[config.mk]
export PLATFORM = sky130hd
export DESIGN_NAME = fb_write_arbiter
export DESIGN_NICKNAME = d
export VERILOG_FILES = /design/src/rtl/fb_write_arbiter.sv
export SDC_FILE = /design/constraint.sdc
export NUM_CORES = 1
export LEC_CHECK = 0
export ABC_AREA = 1
export CAP_MARGIN = 30
export CORE_MARGIN = 1.5
export CORE_UTILIZATION = 40
export CTS_CLUSTER_SIZE = 30
export DETAILED_ROUTE_END_ITERATION = 12
export DONT_BUFFER_PORTS = 1
export PLACE_DENSITY = 0.56
export SYNTH_ARGS = -nofsm -noshare
export SYNTH_HDL_FRONTEND = slang
export SYNTH_SLANG_ARGS = --single-unit
export TNS_END_PERCENT = 1
[constraint.sdc]
create_clock -name inp_clock -period 1.8 [get_ports inp_clock]
set_clock_uncertainty 0.15 [all_clocks]
set_input_delay 0.45 -clock inp_clock [delete_from_list [all_inputs] [get_ports inp_clock]]
set_output_delay 0.45 -clock inp_clock [all_outputs]
set_load 0.02 [all_outputs]
[src/rtl/fb_write_arbiter.sv]
// ============================================================================
// Module  : fb_write_arbiter
// Brief   : Round-robin owner of the framebuffer write port with a
//           vblank-aligned full-screen clear engine.
// Rev     : 1.0  initial release
// ============================================================================
`default_nettype none

module fb_write_arbiter #(
    parameter int FB_SIZE = 76800,
    parameter int ADDR_W  = 17
) (
    input  logic              inp_clock,
    input  logic              inp_reset,
    input  logic              inp_vblank,
    input  logic              inp_a_valid,
    input  logic [ADDR_W-1:0] inp_a_addr,
    input  logic [7:0]        inp_a_data,
    output logic              out_a_ready,
    input  logic              inp_b_valid,
    input  logic [ADDR_W-1:0] inp_b_addr,
    input  logic [7:0]        inp_b_data,
    output logic              out_b_ready,
    input  logic              inp_clear_req,
    input  logic [7:0]        inp_clear_color,
    output logic              out_clear_busy,
    output logic              out_clear_done,
    output logic              out_we,
    output logic [ADDR_W-1:0] out_addr,
    output logic [7:0]        out_data
);

    typedef enum logic [1:0] {
        ST_IDLE    = 2'd0,
        ST_PENDING = 2'd1,
        ST_CLEAR   = 2'd2
    } state_t;

    localparam logic [ADDR_W-1:0] LAST_ADDR = ADDR_W'(FB_SIZE - 1);
    localparam logic [ADDR_W:0]   ADDR_LIM  = (ADDR_W + 1)'(FB_SIZE);

    state_t            state_q, state_d;
    logic              last_b_q, last_b_d;
    logic              vblank_q;
    logic [7:0]        color_q, color_d;
    logic [ADDR_W-1:0] cnt_q, cnt_d;
    logic              we_q, we_d;
    logic [ADDR_W-1:0] addr_q, addr_d;
    logic [7:0]        data_q, data_d;
    logic              busy_q, busy_d;
    logic              done_q, done_d;
    logic              a_ready, b_ready, vblank_rise;

    always_comb begin
        a_ready = 1'b0;
        b_ready = 1'b0;
        // Readiness is held low while reset is asserted, not just after it.
        if (inp_reset && (state_q != ST_CLEAR)) begin
            a_ready = inp_a_valid && (!inp_b_valid || last_b_q);
            b_ready = inp_b_valid && (!inp_a_valid || !last_b_q);
        end
    end

    always_comb begin
        vblank_rise = inp_vblank && !vblank_q;
        state_d     = state_q;
        color_d     = color_q;
        cnt_d       = cnt_q;
        last_b_d    = last_b_q;
        we_d        = 1'b0;
        addr_d      = addr_q;
        data_d      = data_q;
        done_d      = 1'b0;

        case (state_q)
            ST_IDLE: begin
                if (inp_clear_req) begin
                    state_d = ST_PENDING;
                    color_d = inp_clear_color;
                end
            end
            ST_PENDING: begin
                if (inp_clear_req) color_d = inp_clear_color;
                if (vblank_rise) begin
                    state_d = ST_CLEAR;
                    cnt_d   = '0;
                end
            end
            ST_CLEAR: begin
                we_d   = 1'b1;
                addr_d = cnt_q;
                data_d = color_q;
                if (cnt_q == LAST_ADDR) begin
                    done_d  = 1'b1;
                    state_d = ST_IDLE;
                end else begin
                    cnt_d = cnt_q + ADDR_W'(1);
                end
            end
            default: state_d = ST_IDLE;
        endcase

        // Out-of-range writes are consumed and still rotate priority.
        if (a_ready) begin
            last_b_d = 1'b0;
            if ({1'b0, inp_a_addr} < ADDR_LIM) begin
                we_d   = 1'b1;
                addr_d = inp_a_addr;
                data_d = inp_a_data;
            end
        end else if (b_ready) begin
            last_b_d = 1'b1;
            if ({1'b0, inp_b_addr} < ADDR_LIM) begin
                we_d   = 1'b1;
                addr_d = inp_b_addr;
                data_d = inp_b_data;
            end
        end

        busy_d = (state_d != ST_IDLE);
    end

    always_ff @(posedge inp_clock or negedge inp_reset) begin
        if (!inp_reset) begin
            state_q  <= ST_IDLE;
            last_b_q <= 1'b1;
            vblank_q <= 1'b0;
            color_q  <= '0;
            cnt_q    <= '0;
            we_q     <= 1'b0;
            addr_q   <= '0;
            data_q   <= '0;
            busy_q   <= 1'b0;
            done_q   <= 1'b0;
        end else begin
            state_q  <= state_d;
            last_b_q <= last_b_d;
            vblank_q <= inp_vblank;
            color_q  <= color_d;
            cnt_q    <= cnt_d;
            we_q     <= we_d;
            addr_q   <= addr_d;
            data_q   <= data_d;
            busy_q   <= busy_d;
            done_q   <= done_d;
        end
    end

    assign out_a_ready    = a_ready;
    assign out_b_ready    = b_ready;
    assign out_we         = we_q;
    assign out_addr       = addr_q;
    assign out_data       = data_q;
    assign out_clear_busy = busy_q;
    assign out_clear_done = done_q;

endmodule

`default_nettype wire

== Yosys cells after proc, flatten, opt, wreduce, memory -nomap -nowiden ==
Cells that the tools add are included.

* Flip-flop bits (word level): 57
* Latch bits: 0
* RAM bits: 0
* ROM bits: 0
* Output and inout port bits: 30
* Word-level logic and storage cells: 64
* Memories: 0

* Add/subtract/negate cells: 1
* Multiply operators: 0
* Divide/modulo/power cells: 0
* Magnitude comparators: 2
* Eq/ne operators: 6
* Shift operators: 0
* Muxes and demuxes: 28
* Bitwise logic cells: 0
* Reductions and logical operators: 17

{| class="wikitable"
|+ Operators with widths
! operator !! count
|-
| $mux 17 || 7
|-
| $mux 8 || 5
|-
| $lt 17x17->1 const B || 2
|-
| $pmux 17 s2 || 1
|-
| $add 17x1->17 const B || 1
|-
| $eq 17x17->1 const B || 1
|-
| $mux 1 || 11
|-
| $mux 2 || 3
|-
| $ne 2x2->1 const B || 3
|-
| $pmux 2 s3 || 1
|-
| $reduce_bool 2->1 || 3
|-
| $logic_and 1x1->1 || 4
|-
| $logic_not 1->1 || 4
|-
| $reduce_and 3->1 || 1
|-
| $eq 2x1->1 const B || 1
|-
| $eq 2x2->1 const B || 1
|-
| $logic_not 2->1 || 1
|-
| $logic_or 1x1->1 || 2
|-
| $reduce_and 2->1 || 1
|-
| $reduce_or 2->1 || 1
|}

== Depth between registers and ports, before layout ==
* Word-level depth: 6
* Mapped depth: 11
* Gate-level depth less buffers: 10

== Worst setup path after synthesis ==
OpenSTA, ideal clock, no wires.

* Path type: flip-flop to output port
* From: register last_b_q
* To: output out_a_ready
* Arrival time: 1247 ps
* Setup slack: -47 ps
* Cell stages (with the launch flop): 6
* Path buffers: 1
* Cell sequence: dfstp_2 -> inv_1 -> a21boi_1 -> nand3_4 -> inv_2 -> buf_2

* Cells in the longest elaborated chain, start to end: 3

{| class="wikitable"
|+ RTL lines
! what !! line !! text
|-
| start: declaration || 43 || <nowiki>logic last_b_q, last_b_d;</nowiki>
|-
| start signal: assignment || 137 || <nowiki>last_b_q <= last_b_d;</nowiki>
|-
| $logic_or 1x1->1 || 59 || <nowiki>a_ready = inp_a_valid && (!inp_b_valid || last_b_q);</nowiki>
|-
| $logic_and 1x1->1 || 59 ||
|-
| $mux 1 || 58 || <nowiki>if (inp_reset && (state_q != ST_CLEAR)) begin</nowiki>
|-
| end: declaration || 19 || <nowiki>output logic out_a_ready,</nowiki>
|}

Every way passes these cells.

== Final worst setup path ==
Same ends and word-level chain as after synthesis.

==> results.md <==
- Total GRT Usage: 22.5%
- Routability congestion estimate: 0.904
- Core outline area: just over 9000 µm²
- Initial Util: 41.2%
- Period utilization: 107%
- Iter 0 DRT Violations: a little under 200
- Outcome: finished, violations left
- Syn Std Cell Area: around 3800 µm²
- Routed WL: 10,700 µm
- Post-DR vias/cell: 5.09
- Initial antenna violation count: 0
- Die height: between 100 and 150 µm
- Max Buffers Root-to-Sink: 2
- Final Core Density: a little under half
- Power Density: a little over 600 nW/µm²
- Rows: 35
- Layout area overhead: 14.2%
- Comb pwr share: ~4.2%
- Die area: 10,100 µm²
- IO Pins: 94
- Vias in the first global route: ~3,600
- CTS Root Cell: clkbuf_8
- Max VDD drop: roughly 0.27 mV
- Via count: ~3,600
- Final setup viols: 2
- Cts hold-fix bufs: 1
- Post-synthesis async set-or-reset flop share: 100%
- Clock Sinks: 57
- Mapped Cells: approximately 560
- Flop pwr share: 47.8%
- Syn. warnings: 0
- H-tree depth: 3
- GR Overflow Total: 0
- Max frequency: 521 MHz
- Critical Path Fanout Max: 3
- Pwr Total: between 2 and 3 mW
- Post-synth EDFFs: 0
- RSZ-0062 raised after global routing: yes
- Net load switching power: ~0.64 mW
- Fin. Hold Viols: 57
- Failing checks: negative hold slack, negative setup slack
- Mean Syn Cell Area: approximately 6.9 µm²
- # DRC: 0
- Die X: 101 µm
- Commonest cells after routing, fill and taps aside: nand2_1 (147), nand3_1 (124), inv_1 (70)
- Path type of the worst setup path: reg -> out
- Worst-skew pair later-pin latency: roughly 0.34 ns
- First-pass GRT wire length: roughly 18,000 µm
- Top_reg_cell synth: dfrtp_1
- Final critical-path required period: about 1.9 ns
- Sw Ratio: roughly a quarter
- Max-slew violations: 0
- Kind of end point of the critical path: output port
- Sequential share of the synthesized area: a little under two fifths
- Pre-Repair DR Iteration Count: 5
- Startpoint class of the critical path: flop
- Most common cell after layout, fill and taps aside: nand2_1
- Internal power: slightly above 2 mW
- Largest net degree at the start of global routing: 60
- Share of cells above drive strength 1: about 14%
- Actual slew at the worst max-slew pin: around 0.42 ns
- PortBufs: 0
- Data required, critical path: 1.20 ns
- # nets final: approximately 630
- Cts bufs inserted: 9
- Max-cap violation count: 0
- HP Class: in -> async
- CTS clk-pin slew, worst paths: approximately 0.08 ns
- Final WS setup: -0.118 ns
- Library cells used by synthesis: 34
- Slew HR: 71.9%
- Leak Pwr: approximately 2.3 nW
- Clk pwr share: 48.0%
- WL/cell: 15.2 µm
- DPL Wire Length: about 7300 µm
- CTS tree: yes
- Register bit total from synthesis: 57
- Worst Hold Margin: -0.359 ns
- N_diodes: 0
- Crit path arrival time: 1.32 ns
- Syn Nets: 620
- DRT antenna net count: 0
## what timing repair did
action,in CTS,in global routing
setup endpoints to repair,2,5
setup buffers,0,1
resized for setup,4,5
pin swaps,0,1
endpoints found under the hold margin,58,57
## sequential cells by signal, indices dropped and copies added (netlist names), 2 cells and up
signal,cells
color_q,8
state_q,2
out_data,8
cnt_q,17
out_addr,17
## Yosys cell counts (4+ instances only)
cell | number | area, µm²
o21ai_0 | 32 | 160
nand3_1 | 124 | 621
o21ai_1 | 7 | 35.0
nand4_1 | 6 | 37.5
or2_1 | 4 | 25.0
or2_0 | 4 | 25.0
nand2_1 | 149 | 559
clkbuf_1 | 4 | 15.0
buf_4 | 4 | 30.0
inv_1 | 70 | 263
inv_2 | 4 | 15.0
nand2_4 | 4 | 45.0
dfrtp_1 | 56 | 1400
o21ai_2 | 6 | 52.6
buf_2 | 13 | 65.1
nor2_1 | 34 | 128
mux2_2 | 8 | 90.1
## power by group through the flow
stage               Sequential [mW]  Clock (mW)  Combinational (mW)
finish                         1.28        1.29               0.113
global route                   1.28        1.35               0.130
CTS                            1.28        1.31               0.113
detailed placement             1.31           0               0.110
global placement               1.31           0               0.110
floorplan                      1.31           0              0.0769
## metrics by stage
| stage | TNS (ns) | instances | area [µm²] | setup slack (ns) |
|---|---|---|---|---|
| after floorplan | 0 | 555 | 3810 | 0.00299 |
| after CTS | -0.272 | 700 | 4320 | -0.137 |
| after detailed placement | 0 | 683 | 4090 | 0.0823 |
| after global placement | 0 | 683 | 4090 | 0.131 |
| after global routing | -0.249 | 701 | 4350 | -0.167 |
| final | -0.151 | 701 | 4350 | -0.118 |
## worst paths after layout
check	from	end	depth (start not counted)	slack [ns]
max	last_b_q	out_a_ready	4	-0.12
min	inp_reset	out_data[7]	0	-0.36
min in group inp_clock	inp_clear_color[4]	color_q[4]	1	0.09
min reg2reg	color_q[4]	color_q[4]	1	0.35
max in group asynchronous	inp_reset	last_b_q	0	1.66
max reg2reg	last_b_q	out_addr[1]	9	0.11
## routing by layer
metal	vias up	track usage (%)	routed length [µm]
met5	-	0	0
met4	0	9.32	168
met3	13	4.58	609
met2	102	34.3	4810
met1	1643	31.4	5080
li1	1809	-	-
## cells by family after synthesis
family / synth area share [%]
AO/OA/AOI/OAI: 7.27
XOR/XNOR: 0.461
adder cells (fa/ha/maj): 0.329
buffers and inverters: 11.6
flip-flops: 37.5
multiplexers: 2.37
AND/OR/NAND/NOR: 40.5
## critical path: stages (launching register included)
cell	delay (ns)
dfstp_2	0.55
inv_1	0.05
a21boi_2	0.17
nand3_4	0.11
inv_6	0.10
## final cells by class
cell class	instances	area, µm²
clock buffers	12	155
fillers	959	4890
inverters	76	297
well taps	129	161
flip-flops and latches	57	1430
repair buffers	26	293
multi-input cells	397	1960
clock inverters	4	51.3
(Power assumes the default switching activity.)
